--- src/rtl/me_frame_scheduler.sv ---
// rtl/me_frame_scheduler.sv - frame-level macroblock sequencer for the ME core with a result FIFO.
// Optional watchdog enabled by defining ME_SCHED_TIMEOUT_EN.
module me_frame_scheduler #(
  parameter int MB_COLS        = 4,
  parameter int MB_ROWS        = 4,
  parameter int FIFO_DEPTH     = 4,
  parameter int TIMEOUT_CYCLES = 4200
) (
  input  logic        clock,
  input  logic        reset,
  input  logic        frame_go,
  output logic        busy,
  output logic        frame_done,
  output logic        me_start,
  input  logic        me_completed,
  input  logic [7:0]  me_best_distance,
  input  logic [3:0]  me_motion_x,
  input  logic [3:0]  me_motion_y,
  output logic [3:0]  mb_x,
  output logic [3:0]  mb_y,
  output logic        res_valid,
  input  logic        res_ready,
  output logic [23:0] res_data,
  output logic        timeout_err
);

  localparam logic [2:0] S_IDLE    = 3'd0;
  localparam logic [2:0] S_RUN     = 3'd1;
  localparam logic [2:0] S_CAPTURE = 3'd2;
  localparam logic [2:0] S_RELEASE = 3'd3;
  localparam logic [2:0] S_DONE    = 3'd4;

  localparam int AW = (FIFO_DEPTH > 1) ? $clog2(FIFO_DEPTH) : 1;
  localparam logic [3:0]  LAST_X = 4'(MB_COLS - 1);
  localparam logic [3:0]  LAST_Y = 4'(MB_ROWS - 1);
  localparam logic [AW:0] FULL_COUNT = (AW + 1)'(FIFO_DEPTH);

  logic [2:0]    state;
  logic [23:0]   mem [FIFO_DEPTH];
  logic [AW-1:0] wr_ptr;
  logic [AW-1:0] rd_ptr;
  logic [AW:0]   count;
  logic          full;
  logic          push;
  logic          pop;
  logic [23:0]   push_data;

`ifdef ME_SCHED_TIMEOUT_EN
  localparam logic [12:0] WD_LAST = 13'(TIMEOUT_CYCLES - 1);
  logic [12:0] wd;
  logic        timed_out;

  assign push_data = timed_out ? {mb_y, mb_x, 8'hFF, 8'h00}
                               : {mb_y, mb_x, me_best_distance, me_motion_x, me_motion_y};
`else
  assign push_data   = {mb_y, mb_x, me_best_distance, me_motion_x, me_motion_y};
  assign timeout_err = 1'b0;
`endif

  // Fullness uses registered occupancy, so a full FIFO stalls even when popped this cycle.
  assign full      = (count == FULL_COUNT);
  assign res_valid = (count != '0);
  assign pop       = res_valid && res_ready;
  assign push      = (state == S_CAPTURE) && !full;
  assign res_data  = res_valid ? mem[rd_ptr] : 24'd0;

  always_ff @(posedge clock) begin
    if (push) mem[wr_ptr] <= push_data;
  end

  always_ff @(posedge clock or posedge reset) begin
    if (reset) begin
      wr_ptr <= '0;
      rd_ptr <= '0;
      count  <= '0;
    end else begin
      if (push) wr_ptr <= (wr_ptr == AW'(FIFO_DEPTH - 1)) ? '0 : wr_ptr + 1'b1;
      if (pop)  rd_ptr <= (rd_ptr == AW'(FIFO_DEPTH - 1)) ? '0 : rd_ptr + 1'b1;
      case ({push, pop})
        2'b10:   count <= count + 1'b1;
        2'b01:   count <= count - 1'b1;
        default: count <= count;
      endcase
    end
  end

  always_ff @(posedge clock or posedge reset) begin
    if (reset) begin
      state      <= S_IDLE;
      busy       <= 1'b0;
      frame_done <= 1'b0;
      me_start   <= 1'b0;
      mb_x       <= 4'd0;
      mb_y       <= 4'd0;
`ifdef ME_SCHED_TIMEOUT_EN
      wd          <= '0;
      timed_out   <= 1'b0;
      timeout_err <= 1'b0;
`endif
    end else begin
      case (state)
        S_IDLE: begin
          frame_done <= 1'b0;
          if (frame_go) begin
            state    <= S_RUN;
            busy     <= 1'b1;
            me_start <= 1'b1;
            mb_x     <= 4'd0;
            mb_y     <= 4'd0;
`ifdef ME_SCHED_TIMEOUT_EN
            wd          <= '0;
            timed_out   <= 1'b0;
            timeout_err <= 1'b0;
`endif
          end
        end
        S_RUN: begin
          if (me_completed) begin
            state <= S_CAPTURE;
`ifdef ME_SCHED_TIMEOUT_EN
          end else if (wd == WD_LAST) begin
            state       <= S_CAPTURE;
            timed_out   <= 1'b1;
            timeout_err <= 1'b1;
          end else begin
            wd <= wd + 1'b1;
`endif
          end
        end
        // me_start stays high here so the core keeps its final results frozen.
        S_CAPTURE: begin
          if (!full) begin
            state    <= S_RELEASE;
            me_start <= 1'b0;
`ifdef ME_SCHED_TIMEOUT_EN
            timed_out <= 1'b0;
`endif
          end
        end
        S_RELEASE: begin
          if (mb_x == LAST_X && mb_y == LAST_Y) begin
            state      <= S_DONE;
            frame_done <= 1'b1;
          end else begin
            state    <= S_RUN;
            me_start <= 1'b1;
`ifdef ME_SCHED_TIMEOUT_EN
            wd <= '0;
`endif
            if (mb_x == LAST_X) begin
              mb_x <= 4'd0;
              mb_y <= mb_y + 1'b1;
            end else begin
              mb_x <= mb_x + 1'b1;
            end
          end
        end
        S_DONE: begin
          state      <= S_IDLE;
          frame_done <= 1'b0;
          busy       <= 1'b0;
        end
        default: begin
          state    <= S_IDLE;
          busy     <= 1'b0;
          me_start <= 1'b0;
        end
      endcase
    end
  end

endmodule
--- config.mk ---
export PLATFORM = sky130hd
export DESIGN_NAME = me_frame_scheduler
export DESIGN_NICKNAME = d
export VERILOG_FILES = /design/src/rtl/me_frame_scheduler.sv
export SDC_FILE = /design/constraint.sdc
export NUM_CORES = 1
export LEC_CHECK = 0
export CORE_UTILIZATION = 57
export CTS_BUF_LIST = sky130_fd_sc_hd__clkbuf_4 sky130_fd_sc_hd__clkbuf_8
export CTS_CLUSTER_DIAMETER = 60
export DETAILED_ROUTE_END_ITERATION = 10
export PLACE_DENSITY = 0.84
export SLEW_MARGIN = 15
export SYNTH_ARGS = -nofsm -noshare
export SYNTH_HDL_FRONTEND = slang
export SYNTH_SLANG_ARGS = --single-unit
--- constraint.sdc ---
create_clock -name clock -period 3.13 [get_ports clock]
set_clock_uncertainty 0.2 [all_clocks]
set_input_delay 0.626 -clock clock [delete_from_list [all_inputs] [get_ports clock]]
set_output_delay 0.626 -clock clock [all_outputs]
set_load 0.02 [all_outputs]
Word level (Yosys, flattened, before mapping)
Memories as Yosys holds them, arrays and structs flattened.
Cells that the tools add are included.
{ "totals": {"ff_bits": 21, "ram_bits": 96, "in_bits": 21, "wordCells": 78, "memories": 1} }
{ "classes": {"addsub": 6, "eq_ne": 17, "muxes": 25, "bitwise_logic": 2, "n_reduce_logical": 18} }
{ "mem_list": {"columns": ["name", "depth", "word_bits", "read_ports", "rd_clocked_by_memory_dff", "write_ports", "line_no", "text"], "rows": [
  ["mem", 4, 24, 1, 0, 1, "39", "logic [23:0] mem [FIFO_DEPTH];"]
]} }
{ "op_table": {"columns": ["operator", "count"], "rows": [
  ["two-way mux 24 bit", 1],
  ["two-way mux 4 bit", 5],
  ["one-hot mux 4 bit (2 select lines)", 2],
  ["two-way mux 3 bit", 4],
  ["!= test 2 bit (second input constant)", 6],
  ["one-hot mux 3 bit (4 select lines)", 1],
  ["adder 4 x 1 -> 4 bit (second input constant)", 2],
  ["equality test 4 x 2 -> 1 bit (second input constant)", 2],
  ["AND reduction 4 bit", 2],
  ["equality test 2 bit (second input constant)", 3],
  ["equality test 3 x 2 -> 1 bit (second input constant)", 2],
  ["equality test 3 bit (second input constant)", 2],
  ["two-way mux 1 bit", 6],
  ["one-hot mux 3 bit (2 select lines)", 1],
  ["AND reduction 3 bit", 2],
  ["nonzero test 2 bit", 3],
  ["adder 2 x 1 -> 2 bit (second input constant)", 2],
  ["two-way mux 2 bit", 2],
  ["one-hot mux 1 bit (2 select lines)", 2],
  ["one-hot mux 1 bit (4 select lines)", 1],
  ["AND reduction 2 bit", 2],
  ["OR reduction 2 bit", 2],
  ["adder 3 x 1 -> 3 bit (second input constant)", 1],
  ["equality test 3 x 1 -> 1 bit (second input constant)", 1],
  ["8 further kinds", 11]
]} }

Logic depth before layout (Yosys ltp)
Gate-level depths: netlist of the first run.
{ "depth": {"depth_word": 5, "mapped_depth": 10} }

Worst setup path before layout of the first run
No wires, ideal clock.
{ "synth_timing": {"path_kind": "reg2reg", "start": "register state[0]", "end": "memory mem[3][0] (enable)", "setup_ns": 0.383, "t_arrival_ns": 1.785, "required_ns": 2.547, "setup_slack_ns": 0.762, "path_stages_with_launch": 5, "path_buffers": 1, "synth_period_minus_slack_ns": 2.368, "path_cell_list": "dfrtp_1 > buf_2 > nand2b_1 > nor3_1 > and2_1"} }
{ "synth_via": {"elab_chain_cells": 4} }
{ "synth_lines": {"columns": ["element", "line_no", "text"], "rows": [
  ["from (decl)", "38", "logic [2:0] state;"],
  ["from (signal assigned)", "89", "state <= S_IDLE;"],
  ["from (signal assigned)", "105", "state <= S_RUN;"],
  ["from (signal assigned)", "119", "state <= S_CAPTURE;"],
  ["equality test 3 x 2 -> 1 bit", "64", "assign push = (state == S_CAPTURE) && !full;"],
  ["logical AND 1 bit", "64", null],
  ["two-way mux 1 bit", "68", "if (push) mem[wr_ptr] <= push_data;"],
  ["two-way mux 1 bit (implied by the code)", "68", null],
  ["to (decl)", "39", null]
]} }
No other way between the ends.

Final worst setup path of the first run
{ "layout_timing": {"start": "register rd_ptr[0]", "end": "output port res_data[3]"} }
{ "layout_via": {"elab_chain_cells": 2} }
{ "layout_lines": {"columns": ["element", "line_no", "text"], "rows": [
  ["from (decl)", "41", "logic [AW-1:0] rd_ptr;"],
  ["from (signal assigned)", "78", "if (pop) rd_ptr <= (rd_ptr == AW'(FIFO_DEPTH - 1)) ? '0 : rd_ptr + 1'b1;"],
  ["memory read (4 x 24 bit)", null, null],
  ["two-way mux 24 bit", "65", "assign res_data = res_valid ? mem[rd_ptr] : 24'd0;"],
  ["to (decl)", "23", "output logic [23:0] res_data,"]
]} }
No other way between the ends.

==> metrics.md, run 1 <==
| Metric | Value |
|---|---|
| Initial Util | 58.6% |
| Clock share of power | 23.6% |
| FF/Latch Area | 3410 sq um |
| CTS clock-pin slew for the worst setup and hold paths | 70 ps |
| 1st-iter DRT viols | 112 |
| Worst hold stages | 1 |
| Maxcap violations | 0 |
| Final RePlAce weighted congestion | 0.753 |
| Internal | 3.63 mW |
| Worst vdd ir | 381 uV |
| Share of the clock period used by the worst path | 96.9% |
| Via density | 5.60 |
| Hold_buf cts | 0 |
| Syn_area_per_cell | 17.5 sq um |
| Port bufs | 56 |
| Switching power total | 1.86 mW |
| Hold Startpoint | count[2] |
| Final Setup Violations | 0 |
| Via count | 2602 |
| R2R depth | 10 |
| Flop pwr share | 38.7% |
| Chip width | 93.9 microns |
| Vias in the first global route | 2661 |
| Post-Syn Area | 4820 sq um |
| Nets | 377 |
| Startpoint types | register |
| Largest net degree at the start of global routing | 27 |
| Post-route cell area | 5930 sq um |
| #FFs+latches synth | 117 |
| Row cnt | 33 |
| I/O pin count | 58 |
| Total clock sinks | 117 |
| Die area | 8820 sq um |
| Syn Nets | 306 |
| Comb power frac | 37.7% |
| Worst setup margin | 95.5 ps |
| Crit-path max FO | 8 |
| Crit. End Element | output port |
| CP Class | register to output port |
| Postcts setup bufs | 0 |
| Total GRT Usage | 22.1% |
| Pwr/cell area | 926 nW/um^2 |
| Slew Limit Headroom | 46.8% |
| Number of synthesized flops with an enable pin | 96 |
| H-tree depth | 4 |
| Switching Fraction | 33.9% |
| Unrepaired setup endpoints after global routing | no |
| Reg-to-Reg Start | count[0] |
| Synth Flop Type | edfxtp_1 |
| Min Tclk post-route | 3030 ps |
| Hpwl dp | 5360 microns |
| Share of the synthesized area in the top cell type | 59.8% |
| FFs w/ async S/R, synth | 17.9% |
| Area after DPL | 5510 sq um |
| Post-synthesis sequential area ratio | 70.7% |
| Residual DRC | 0 |
| Hold Crit Class | register to register |
| Worst path required time | 2300 ps |
| Final wirelength | 8680 microns |
| Die height | 93.9 microns |
| CTS Buffer Depth | 2 |
| Unique cell type count in the Yosys netlist | 39 |
| Yosys top cell by area | edfxtp_1 |
| Final Hold Fails | 0 |
| Initial antenna violation count | 0 |
| Most common cell in the netlist | edfxtp_1 |
| Synth top cells by count | edfxtp_1, and2_1, mux4_2, dfrtp_1, nand2_1 |
| First-pass GRT wire length | 13600 microns |
| Setup TNS | 0 ps |
| WL/cell | 18.7 microns |
| Final antenna-violating net count | 0 |
| Area of the multi-input gates | 1300 sq um |
| Finished Layout Cells | 465 |
| Antenna cell count | 0 |
| Top cells by area, synth | edfxtp_1, mux4_2, dfrtp_1 |
| Placed instance count | 433 |
| Fill cells | 497 |
| CTS tree | built |
| Arrival time worst endpoint | 2210 ps |
| Hold EP | count[2] |
| First drt pass iteration count | 4 |
| Clk_lat worst skew | 420 ps |
| Root buf cell | clkbuf_8 |
| Layout cells sized above 1 | 20.0% |
| Pre-CTS setup slack | 323 ps |
| CTS Buf Count | 17 |
| Register-to-register setup slack | 570 ps |
| P&R area growth vs syn | 23.2% |
| Max Clk Rate | 330 MHz |
| Grt total ovfl | 0 |
| Slew Viols, Final | 0 |
| Yosys warning count | 0 |
| Reg2reg end | count[2] |
| LEAKAGE | 2.26 nW |
| Outcome | finished, final reports clean |
| Slew @ Worst Pin | 796 ps |
| Core ar. | 8220 sq um |
| Cells after synthesis | 276 |
==> cell families (layout without fill, tap and decap cells) <==
| kind of cell | Yosys count | in the layout | synth area share (%) |
|---|---|---|---|
| flops | 117 | 117 | 70.7 |
| simple gates | 73 | 73 | 8.70 |
| mux | 28 | 28 | 12.1 |
| compound gates | 22 | 22 | 2.75 |
| buf+inv | 22 | 106 | 2.44 |
| fa+ha+maj | 9 | 9 | 2.49 |
| xor+xnor | 4 | 4 | 0.727 |
| other cells | 1 | 1 | 0.0778 |
==> final cells by class <==
class | count | share of cell area, %
clock buffer | 17 | 3.94
multi-input combinational | 137 | 21.9
sequential | 117 | 57.5
timing repair buffer | 65 | 11.5
clock inverter | 15 | 2.45
inverter | 9 | 0.569
tap | 105 | 2.21
==> cell usage in the layout, fill, tap and decap left out, types with 2 or more instances in the layout <==
cell / n
buf_4: 8
clkinvlp_4: 5
mux2i_1: 3
a21o_1: 2
dlygate4sd2_1: 2
a21oi_1: 4
ha_1: 8
inv_6: 6
a31oi_1: 2
nor2_1: 7
edfxtp_1: 96
nor2b_1: 2
clkbuf_8: 17
o2bb2ai_1: 2
inv_1: 9
nor3b_1: 3
and2_1: 28
xor2_1: 3
nor3_1: 3
nand2_1: 13
nand3_1: 6
clkdlybuf4s50_1: 36
nand3b_1: 2
dlymetal6s2s_1: 18
mux4_2: 24
o21ai_0: 10
dfrtp_1: 20
==> metrics by stage <==
step / total power [mW] / util (%) / hold WS (ps)
after floorplan: 3.47 / - / 247
after global placement: 4.21 / 67.0 / 265
after detailed placement: 4.28 / 67.0 / 281
after CTS: 5.58 / 71.7 / 307
after global routing: 5.79 / 72.2 / 308
final: 5.49 / 72.2 / 300
==> flip-flops by register name (all words and copies together) (netlist names), 2 cells and up <==
register / cells
mb_x: 4
rd_ptr: 2
mb_y: 4
wr_ptr: 2
state: 3
count: 3
mem: 96
==> worst max-delay path, cell delays in order, from the launching register on <==
cell             delay (ps)
dfrtp_2                 390
buf_4                   200
mux4_2                  510
and2_1                  170
clkdlybuf4s50_1         530
==> power groups by stage <==
stage          Sequential [mW]  Clock, mW  Combinational [mW]
2_1_floorplan             2.12          0                1.35
3_3_place_gp              2.13          0                2.08
3_5_place_dp              2.16          0                2.13
4_1_cts                   2.13       1.33                2.13
5_1_grt                   2.16       1.39                2.24
6_report                  2.13       1.30                2.07
==> layer usage <==
metal	track usage [%]	part of all wire [%]
met5	0	0
met3	5.91	6.0
met1	27.4	41
met4	9.74	1.1
met2	36.7	51
==> timing repair <==
action,4_1_cts,5_1_grt
resized for setup,4,18
gates cloned,0,0
endpoints found under the setup margin,24,18
==> how the worst max path moves through the flow <==
| stage | start | end | slack (ps) | depth (start not counted) |
|---|---|---|---|---|
| 2_1_floorplan | state[0] | mem[3][0] | 760 | 4 |
| 3_3_place_gp | count[0] | res_data[23] | 400 | 3 |
| 3_5_place_dp | count[0] | res_data[15] | 320 | 3 |
| 4_1_cts | rd_ptr[0] | res_data[12] | 4 | 4 |
| 5_1_grt | rd_ptr[0] | res_data[3] | 3 | 4 |
| 6_report | rd_ptr[0] | res_data[3] | 100 | 4 |
Power figures use the tool's default switching activity.
==> run 2: changes to the inputs <==
--- a/config.mk
+++ b/config.mk
@@ -10,6 +10,7 @@
 export CTS_CLUSTER_DIAMETER = 60
 export DETAILED_ROUTE_END_ITERATION = 10
 export PLACE_DENSITY = 0.84
+export SETUP_SLACK_MARGIN = 0.5
 export SLEW_MARGIN = 15
 export SYNTH_ARGS = -nofsm -noshare
 export SYNTH_HDL_FRONTEND = slang
==> metrics.md, run 2 (synthesized netlist as in run 1, its figures left out) <==
| Metric | Value |
|---|---|
| Hpwl dp | 5360 microns (unchanged) |
| Switching Fraction | 33.7% (was 33.9%) |
| Switching power total | 2.08 mW (was 1.86 mW) |
| Startpoint types | register (unchanged) |
| Via density | 5.75 (was 5.60) |
| 1st-iter DRT viols | 162 (was 112) |
| Pwr/cell area | 998 nW/um^2 (was 926 nW/um^2) |
| Nets | 390 (was 377) |
| Maxcap violations | 0 (unchanged) |
| Clk_lat worst skew | 420 ps (about the same) |
| Vias in the first global route | 2742 (was 2661) |
| CTS clock-pin slew for the worst setup and hold paths | 70 ps (about the same) |
| CP Class | register to output port (unchanged) |
| Slew @ Worst Pin | 794 ps (was 796 ps) |
| Commonest non-fill, non-tap cell in the layout | edfxtp_1 (unchanged) |
| LEAKAGE | 2.27 nW (was 2.26 nW) |
| Slew Limit Headroom | 47.0% (was 46.8%) |
| Comb power frac | 43.5% (was 37.7%) |
| First-pass GRT wire length | 14400 microns (was 13600 microns) |
| Final antenna-violating net count | 0 (unchanged) |
| Initial Util | 58.6% (unchanged) |
| Internal | 4.08 mW (was 3.63 mW) |
| Final RePlAce weighted congestion | 0.753 (unchanged) |
| Clock share of power | 21.3% (was 23.6%) |
| Hold Crit Class | register to register (unchanged) |
| Total GRT Usage | 23.8% (was 22.1%) |
| CTS Buf Count | 17 (unchanged) |
| First drt pass iteration count | 5 (was 4) |
| Setup TNS | 0 ps (unchanged) |
| Outcome | finished, final reports clean (unchanged) |
| Core ar. | 8220 sq um (unchanged) |
| I/O pin count | 58 (unchanged) |
| Flop pwr share | 35.2% (was 38.7%) |
| Final Setup Violations | 0 (unchanged) |
| Total clock sinks | 117 (unchanged) |
| Root buf cell | clkbuf_8 (unchanged) |
| P&R area growth vs syn | 28.1% (was 23.2%) |
| Slew Viols, Final | 0 (unchanged) |
| H-tree depth | 4 (unchanged) |
| Initial antenna violation count | 0 (unchanged) |
| Arrival time worst endpoint | 1960 ps (was 2210 ps) |
| Chip width | 93.9 microns (unchanged) |
| Placed instance count | 433 (unchanged) |
| CTS tree | built (unchanged) |
| Port bufs | 56 (unchanged) |
| Final Hold Fails | 0 (unchanged) |
| CTS Buffer Depth | 2 (unchanged) |
| Largest Register | mem (unchanged) |
| Hold_buf cts | 0 (unchanged) |
| Min Tclk post-route | 2790 ps (was 3030 ps) |
| Max Clk Rate | 359 MHz (was 330 MHz) |
| Layout cells sized above 1 | 35.9% (was 20.0%) |
| Finished Layout Cells | 478 (was 465) |
| Crit-path max FO | 5 (was 8) |
| Die height | 93.9 microns (unchanged) |
| Most frequent cells in the layout | edfxtp_1, clkdlybuf4s50_1, buf_6 (was edfxtp_1, clkdlybuf4s50_1, and2_1) |
| Largest net degree at the start of global routing | 27 (unchanged) |
| Row cnt | 33 (unchanged) |
| Total power | 6.16 mW (was 5.49 mW) |
| Via count | 2749 (was 2602) |
| WL/cell | 21.0 microns (was 18.7 microns) |
| Max reg flops | 96 (unchanged) |
| Die area | 8820 sq um (unchanged) |
| Worst vdd ir | 397 uV (was 381 uV) |
| Top Registers | mem x96, mb_x x4, mb_y x4 (unchanged) |
| Unrepaired setup endpoints after global routing | yes (was no) |
| Residual DRC | 0 (unchanged) |
| Share of the clock period used by the worst path | 89.0% (was 96.9%) |
| Final wirelength | 10000 microns (was 8680 microns) |
| Antenna cell count | 0 (unchanged) |
| Crit. End Element | output port (unchanged) |
| Grt total ovfl | 0 (unchanged) |
| Worst path required time | 2300 ps (about the same) |
-- run 2: changes by cell type in the layout (fill, tap and decap cells not counted), sizes merged --
cell and delta:
or3 +2, dlymetal6s2s -18, dlygate4sd2 -1, clkbuf +1, clkdlybuf4s50 -5, buf +34
-- run 2: final timing paths --
check | from | endpoint | slack [ps] | cells after the start
min | busy | busy | 320 | 2
max | rd_ptr[0] | res_data[11] | 340 | 5
max reg2reg | count[1] | count[2] | 550 | 9
min in group asynchronous | reset | mb_x[3] | 450 | 2
min reg2reg | busy | busy | 320 | 2
max in group asynchronous | reset | rd_ptr[0] | 1730 | 2
-- run 2: power groups by stage --
stage	combinational, mW	clock [mW]	sequential (mW)
after global routing	2.85	1.41	2.20
after CTS	2.38	1.33	2.14
after floorplan	1.35	0	2.12
after global placement	2.08	0	2.13
after detailed placement	2.13	0	2.16
final	2.68	1.31	2.17
-- run 2: routing by layer --
metal,up-vias,share of wire [%],track usage (%)
met5,-,0,0
met4,0,2.2,11.5
met3,19,5.8,7.28
met2,115,53,38.0
met1,1386,39,29.6
li1,1229,-,-
-- run 2: metrics by stage --
step | setup WS, ps | area, sq um | hold WS (ps) | utilization (%)
after floorplan | 762 | 4820 | 247 | -
after global placement | 396 | 5510 | 265 | 67.0
after detailed placement | 323 | 5510 | 281 | 67.0
after CTS | 315 | 6020 | 310 | 73.3
after global routing | 257 | 6170 | 364 | 75.1
final | 343 | 6170 | 325 | 75.1
-- run 2: final cells by class --
cell class	count	area [sq um]
Fill cell	449	2040
Tap cell	105	131
Inverter	9	33.8
Clock inverter	15	145
Sequential cell	117	3410
Multi-Input combinational cell	139	1380
Timing Repair Buffer	76	843
Clock buffer	17	234
-- run 2: timing repair --
item	CTS	global route
gates resized for setup	143	40
pin swaps	2	1
gates cloned	2	3
setup buffers	8	0
setup endpoints to repair	26	26
endpoints found under the hold margin	0	0
-- run 2: critical path, cell delays in order, from the launching register on --
cell and delay [ps]:
dfrtp_2 450, buf_6 150, buf_16 130, mux4_2 520, and2_4 180, buf_6 120
